<file path="src/rtl/timer_pkg.sv">
// Shared definitions for the timer device: FSM encoding, register
// offsets, CTRL bit positions and MODE encodings.
package timer_pkg;

  typedef enum logic [1:0] {
    ST_IDLE = 2'd0,
    ST_LOAD = 2'd1,
    ST_CNT  = 2'd2,
    ST_INT  = 2'd3
  } state_t;

  localparam logic [1:0] OFS_CTRL   = 2'd0;
  localparam logic [1:0] OFS_PRESET = 2'd1;
  localparam logic [1:0] OFS_COUNT  = 2'd2;

  localparam int CTRL_EN      = 0;
  localparam int CTRL_MODE_LO = 1;
  localparam int CTRL_MODE_HI = 2;
  localparam int CTRL_IM      = 3;

  localparam logic [1:0] MODE_ONESHOT = 2'b00;
  localparam logic [1:0] MODE_RELOAD  = 2'b01;

endpackage

</file>
<file path="src/rtl/timer_dev_if.sv">
// CPU-side register bus of the timer device plus its interrupt line.
interface timer_dev_if;
  logic [1:0]  addr;
  logic        we;
  logic [31:0] din;
  logic [31:0] dout;
  logic        irq;

  modport master (output addr, we, din, input dout, irq);
  modport slave  (input addr, we, din, output dout, irq);
endinterface

</file>
<file path="src/rtl/timer_dev.sv">
// Programmable down-counting timer with one-shot / auto-reload modes,
// a sticky pending flag and a maskable registered interrupt.
//
// state   | meaning
// --------+-----------------------------------------------
// ST_IDLE | stopped, COUNT holds, waiting for EN
// ST_LOAD | COUNT <= PRESET
// ST_CNT  | decrementing; reaching <=1 raises PEND
// ST_INT  | expiry: one-shot clears EN, auto-reload reloads
module timer_dev
  import timer_pkg::*;
#(
  parameter int CNT_W = 32
) (
  input logic        clk,
  input logic        rst,
  timer_dev_if.slave bus
);

  state_t           state_q, state_d;
  logic [3:0]       ctrl_q, ctrl_d;
  logic [CNT_W-1:0] preset_q, preset_d;
  logic [CNT_W-1:0] count_q, count_d;
  logic             pend_q, pend_d;
  logic             irq_q;
  logic             set_pend;
  logic             wr_ctrl, wr_preset, pend_clr;

  assign wr_ctrl   = bus.we && (bus.addr == OFS_CTRL);
  assign wr_preset = bus.we && (bus.addr == OFS_PRESET);

  // A CTRL write that only changes IM is a mask update and leaves PEND alone,
  // so software can unmask a pending expiry without losing it.
  assign pend_clr = wr_preset ||
                    (wr_ctrl && (bus.din[CTRL_MODE_HI:CTRL_EN] != ctrl_q[CTRL_MODE_HI:CTRL_EN]));

  // Next-state, counter, register-write and PEND logic.
  always_comb begin
    state_d  = state_q;
    ctrl_d   = ctrl_q;
    preset_d = preset_q;
    count_d  = count_q;
    pend_d   = pend_q;
    set_pend = 1'b0;
    case (state_q)
      ST_IDLE: begin
        if (ctrl_q[CTRL_EN]) state_d = ST_LOAD;
      end
      ST_LOAD: begin
        count_d = preset_q;
        state_d = ST_CNT;
      end
      ST_CNT: begin
        if (!ctrl_q[CTRL_EN]) begin
          state_d = ST_IDLE;
        end else if (count_q > CNT_W'(1)) begin
          count_d = count_q - CNT_W'(1);
        end else begin
          count_d  = '0;
          set_pend = 1'b1;
          state_d  = ST_INT;
        end
      end
      ST_INT: begin
        if (ctrl_q[CTRL_MODE_HI:CTRL_MODE_LO] == MODE_RELOAD) begin
          pend_d  = 1'b0;
          state_d = ST_LOAD;
        end else begin
          ctrl_d[CTRL_EN] = 1'b0;
          state_d         = ST_IDLE;
        end
      end
      default: state_d = ST_IDLE;
    endcase
    // Software writes land after the hardware EN clear so they win.
    if (wr_ctrl)   ctrl_d   = bus.din[3:0];
    if (wr_preset) preset_d = bus.din[CNT_W-1:0];
    if (pend_clr)  pend_d   = 1'b0;
    // An expiry in the same cycle as a clearing write must not be lost.
    if (set_pend)  pend_d   = 1'b1;
  end

  // Read mux, combinational from the word address.
  always_comb begin
    bus.dout = '0;
    case (bus.addr)
      OFS_CTRL:   bus.dout = {28'b0, ctrl_q};
      OFS_PRESET: bus.dout = 32'(preset_q);
      OFS_COUNT:  bus.dout = 32'(count_q);
      default:    bus.dout = '0;
    endcase
  end

  assign bus.irq = irq_q;

  // State and register update; IRQ registered from the next PEND/IM so it
  // rises on the same edge that raises PEND.
  always_ff @(posedge clk or posedge rst) begin
    if (rst) begin
      state_q  <= ST_IDLE;
      ctrl_q   <= '0;
      preset_q <= '0;
      count_q  <= '0;
      pend_q   <= 1'b0;
      irq_q    <= 1'b0;
    end else begin
      state_q  <= state_d;
      ctrl_q   <= ctrl_d;
      preset_q <= preset_d;
      count_q  <= count_d;
      pend_q   <= pend_d;
      irq_q    <= pend_d & ctrl_d[CTRL_IM];
    end
  end

endmodule

</file>
<file path="src/flat_wrapper.sv">
// flat-port wrapper written by rule: the top's interface ports become plain ports
module timer_dev_flat import timer_pkg::*;
#(
  parameter int CNT_W = 32
)
  (clk, rst, bus_addr, bus_we, bus_din, bus_dout, bus_irq);
  timer_dev_if bus_i ();
  input logic clk;
  input logic rst;
  input wire logic [$bits(bus_i.addr)-1:0] bus_addr;
  input wire logic [$bits(bus_i.we)-1:0] bus_we;
  input wire logic [$bits(bus_i.din)-1:0] bus_din;
  output wire logic [$bits(bus_i.dout)-1:0] bus_dout;
  output wire logic [$bits(bus_i.irq)-1:0] bus_irq;
  assign bus_i.addr = bus_addr;
  assign bus_i.we = bus_we;
  assign bus_i.din = bus_din;
  assign bus_dout = bus_i.dout;
  assign bus_irq = bus_i.irq;
  timer_dev #(.CNT_W(CNT_W)) u_core (.clk(clk), .rst(rst), .bus(bus_i));
endmodule
</file>
<file path="config.mk">
export PLATFORM = sky130hd
export DESIGN_NAME = timer_dev_flat
export DESIGN_NICKNAME = d
export VERILOG_FILES = /design/src/rtl/timer_pkg.sv /design/src/rtl/timer_dev_if.sv /design/src/rtl/timer_dev.sv /design/src/flat_wrapper.sv
export SDC_FILE = /design/constraint.sdc
export NUM_CORES = 1
export LEC_CHECK = 0
export ABC_CLOCK_PERIOD_IN_PS = 2900
export CAP_MARGIN = 20
export CORE_ASPECT_RATIO = 1.5
export CORE_MARGIN = 8
export CORE_UTILIZATION = 50
export DETAILED_ROUTE_END_ITERATION = 8
export MAX_ROUTING_LAYER = met4
export PLACE_DENSITY = 0.76
export SYNTH_ARGS = -nofsm -noshare
export SYNTH_HDL_FRONTEND = slang
export SYNTH_SLANG_ARGS = --single-unit
</file>
<file path="constraint.sdc">
create_clock -name clk -period 2.9 [get_ports clk]
set_input_delay 0.29 -clock clk [delete_from_list [all_inputs] [get_ports clk]]
set_output_delay 0.29 -clock clk [all_outputs]
set_load 0.02 [all_outputs]
</file>
# Word level (Yosys, flattened, before mapping)
# Index checks and enable logic that the tools add are counted.
[classes] add_sub_neg=1 magnitude_cmp=1 eq_ne=11 muxes=19 bitwise_logic=1 reduce_logical=11
[ops] cell="case mux 32 bit (3 select lines)" n=1
[ops] cell="2-to-1 mux 32 bit" n=2
[ops] cell="case mux 32 bit (2 select lines)" n=1
[ops] cell="greater-than comparator 32 x 1 -> 1 bit, second input constant" n=1
[ops] cell="subtractor 32 x 1 -> 32 bit, second input constant" n=1
[ops] cell="2-to-1 mux 1 bit" n=10
[ops] cell="case mux 2 bit (4 select lines)" n=1
[ops] cell="equality test 2 x 1 -> 1 bit, second input constant" n=3
[ops] cell="equality test 2 bit, second input constant" n=3
[ops] cell="2-to-1 mux 2 bit" n=3
[ops] cell="!= test 2 x 1 -> 1 bit, second input constant" n=3
[ops] cell="AND reduction 2 bit" n=3
[ops] cell="zero test 2 bit" n=2
[ops] cell="2-to-1 mux 4 bit" n=1
[ops] cell="nonzero test 2 bit" n=2
[ops] cell="logical AND 1 bit" n=3
[ops] cell="!= test 3 bit" n=1
[ops] cell="!= test 3 bit, second input constant" n=1
[ops] cell="bitwise AND 1 bit" n=1
[ops] cell="logical OR 1 bit" n=1
[word_totals] reg_bits=72 inputBits=37 out_inout_bits=33 elab_cells=52

# Longest topological paths before layout
[logic_depth] word_depth=7 mapped_depth=9 ltp_nobuf=7

# Worst setup path before layout
# No wires, ideal clock.
[synth_timing] kind="register to register" from="register u_core.count_q[0]" to="register u_core.count_q[20]" setup_time_ns=0.131 arrival_ns=2.318 required_ns=2.769 slack_ns=0.451 stages_incl_launch_ff=10 path_buffers=2 synth_period_minus_slack_ns=2.449 path_cell_list="dfrtp_1 -> inv_1 -> ha_1 -> or3b_1 -> buf_2 -> or3_4 -> buf_6 -> or4_1 -> a31oi_1 -> o211ai_1"
[synth_via] elab_chain_cells=4 word_cells_on_any_way=5 cone_classes="add/sub: 1; order compare: 1; mux: 3"
[synth_rtl] item="from (decl)" line_no="timer_dev.sv:23" rtl="logic [CNT_W-1:0] count_q, count_d;"
[synth_rtl] item="from (signal assigned)" line_no="timer_dev.sv:110" rtl="count_q <= count_d;"
[synth_rtl] item="subtractor 32 x 1 -> 32 bit / greater-than comparator 32 x 1 -> 1 bit (equally long branches)" line_no="timer_dev.sv:57, timer_dev.sv:56"
[synth_rtl] item="2-to-1 mux 32 bit (*)" line_no="timer_dev.sv:56" rtl="end else if (count_q > CNT_W'(1)) begin"
[synth_rtl] item="2-to-1 mux 32 bit (*)" line_no="timer_dev.sv:54" rtl="if (!ctrl_q[CTRL_EN]) begin"
[synth_rtl] item="case mux 32 bit (2 select lines) (*)" line_no="timer_dev.sv:45" rtl="case (state_q)"
# Mark *: on every way between the ends. The rest lies on a longest branch, timed or not. The select of a mux whose other input is x is not followed.
# A chain may end at the register's enable or synchronous reset.

# Worst setup path after layout
[layout_timing] from="register u_core.count_q[0]" to="register u_core.count_q[22]"
# Same word-level chain as after synthesis.

==> impl_metrics.toml <==
[synth]
syn_nets = 474
synth-edff-count = 0
synth_cell_type_count = 52
synth-async-reset-ratio = 1.00
yosysMostFrequentCell = "dfrtp_1"
synth_top_area_share = 0.428
syn-instance-count = 435
synth_top_area_cell = "dfrtp_1"
synth_seq_cells = 72
ys_warn_count = 0
ys_seq_area_frac = 0.428
netlist_top_cells_area = "dfrtp_1 (43%), mux2_2 (9.4%), a22o_1 (6.0%)"
synthFlopType = "dfrtp_1"
syn_avg_cell_area_um2 = 9.67
netlist_area_mm2 = 0.00421
synthTopCellsByCount = "dfrtp_1 (72), nand2_1 (37), mux2_2 (35), a22o_1 (29), clkbuf_1 (28)"

[worst_setup_path]
crit_fanout = 10
cp_num_buf_inv = 1
crit_arrival_ps = 2820
slowest_stage = "or4_1"
worstSetupPathType = "register to register"
worstSetupEndpointType = "register"
required_ps = 3110
cpPeakStageDelay_ps = 630
critPathLaunch = "u_core.count_q[0]$_DFFE_PP0P_"
worstReg2RegStart = "u_core.count_q[0]$_DFFE_PP0P_"
crit_path_start_kind = "register"
r2r_setup_slack_ps = 300
crit_family = "simple AND/OR/NAND/NOR gates"
path_cells = "inv_1 > ha_1 > or3b_1 > or4_1 > nor3_1 > mux2i_1 > o21ai_1"

[floorplanning]
dieHeight_um = 128
core-area_mm2 = 0.00831
die_x_um = 90.9
die_area_mm2 = 0.0117
row_count = 41
ios = 70
initial_core_util = 0.506

[clock_network]
clkTransAtPathRegs_ps = 60
cts_buffers = 9
clockBufferDepth = 2
clock-sinks = 72
hold_buffers = 0
post_cts_buffers = 0
cts-resized-gates = 0
tritoncts = "yes"
clockRootBuffer = "clkbuf_16"
htree_levels = 3
insertion_delay_ps = 330

[detailed_routing]
ant_nets = 0
drt_drc_violations_left = 0
vias = 3876
wl_per_cell_um = 19.6
drtIter0Drc = 340
first_pass_iters = 5
viasPerCell = 6.30
wl_um = 12000

[min_path]
worst_hold_path_type = "input pin to async pin"

[cells_and_area]
diodes = 0
synthToLayoutAreaGrowth_pct = 27.8
fin_area_mm2 = 0.00537
fin_nets = 542
drive_above_1_share = 0.161
fin_cells = 615

[power]
ir_drop_v = 0.000504
p_per_area_mw_per_mm2 = 893
leakagePower_nw = 2.12

[global_routing]
grt_max_degree = 48
grt_pass1_wl_um = 19600
grt-ovfl-total = 0
grt_pass1_vias = 3965
antenna_found_initial = 0
grt_usage = 0.215

[timing]
post-route-min-period_ps = 2600
tns_ps = 0
fmaxAchievable_mhz = 384
relSlewSlack = 0.501
fin_crit_sh = 0.898
slew_viol_final = 0
hold_viol = 0
worst_pin_slew_ps = 730
rsz0062_at_grt = "no"
timing.hold.ws_ps = 353
fin_worst_skew_ps = 5.30
finalSetupViolations = 0

[status]
outcome = "finished, final reports clean"

[job]
cap_violations = 0

[placement]
placed_area_mm2 = 0.00509
routabilityCongestion = 0.919
port-buffer-count = 69
placed_cells = 599
hpwl_um = 8520
==> cell usage in the layout (no fill, tap or decap), drive strengths merged, types with 13 or more instances in the layout <==
master / count
nand2: 37
dfrtp: 72
a22o: 29
mux2: 35
nand4: 13
nand3: 19
nor2: 16
clkbuf: 13
buf: 22
o21ai: 16
clkdlybuf4s50: 69
nor3: 16
==> per-layer routing <==
| metal | GRT usage | up-vias | part of all wire |
|---|---|---|---|
| met3 | 0.0352 | 36 | 0.049 |
| met4 | 0.127 | 0 | 0.037 |
| met1 | 0.228 | 1898 | 0.39 |
| met5 | - | - | 0 |
| met2 | 0.372 | 151 | 0.52 |
| li1 | - | 1791 | - |
==> cells by family (layout without fill, tap and decap cells) <==
group | count (synthesis) | after routing | share of synthesized area
AOI/OAI and AO/OA | 110 | 110 | 0.191
xor gates and xnor gates | 4 | 4 | 0.00833
adders and majority gates | 2 | 2 | 0.00595
buffers and inverters | 41 | 114 | 0.0425
DFF | 72 | 72 | 0.428
muxes | 42 | 42 | 0.110
and+or+nand+nor | 164 | 164 | 0.213
==> area by class of cell <==
class	count	area, um2
Clock buffer	13	270
Multi-Input combinational cell	322	2230
Timing Repair Buffer	91	893
Fill cell	724	2940
Sequential cell	72	1800
Inverter	7	26.3
Tap cell	107	134
Clock inverter	3	15.0
==> where the power goes <==
part           total (mW)  switching (mW)  internal [mW]  leakage (nW)
clock network        1.05           0.407          0.644         0.145
registers            1.83           0.480           1.35         0.868
logic                1.92            1.04          0.888          1.10
==> worst register-to-register path, cell delays in order (launching register included) <==
cell and delay (ps):
dfrtp_1 420, inv_1 120, ha_1 200, or3b_1 510, or4_1 630, nor3_1 300
mux2i_1 230, o21ai_1 80
==> stage by stage <==
stage           util  power, mW  setup slack (ps)
2_1_floorplan      -       3.04               451
3_3_place_gp   0.612       3.67               392
3_5_place_dp   0.612       3.74               355
4_1_cts        0.646       4.81               343
5_1_grt        0.646       5.10               118
6_report       0.646       4.80               296
==> flip-flops by register name, indices dropped and copies added, names as in the netlist <==
signal,flops
u_core.count_q,32
u_core.preset_q,32
u_core.ctrl_q,4
u_core.state_q,2
u_core.bus.irq,1
u_core.pend_q,1
==> final timing paths <==
kind | end | cells after the start
min in group clk | u_core.count_q[23]$_DFFE_PP0P_ | 2
max in group asynchronous | u_core.preset_q[12]$_DFFE_PP0P_ | 3
min reg2reg | u_core.count_q[23]$_DFFE_PP0P_ | 2
max reg2reg | u_core.count_q[22]$_DFFE_PP0P_ | 7
min | u_core.bus.irq$_DFF_PP0_ | 2
max | u_core.count_q[22]$_DFFE_PP0P_ | 7
Note: power is estimated with default switching activity, not from simulation.
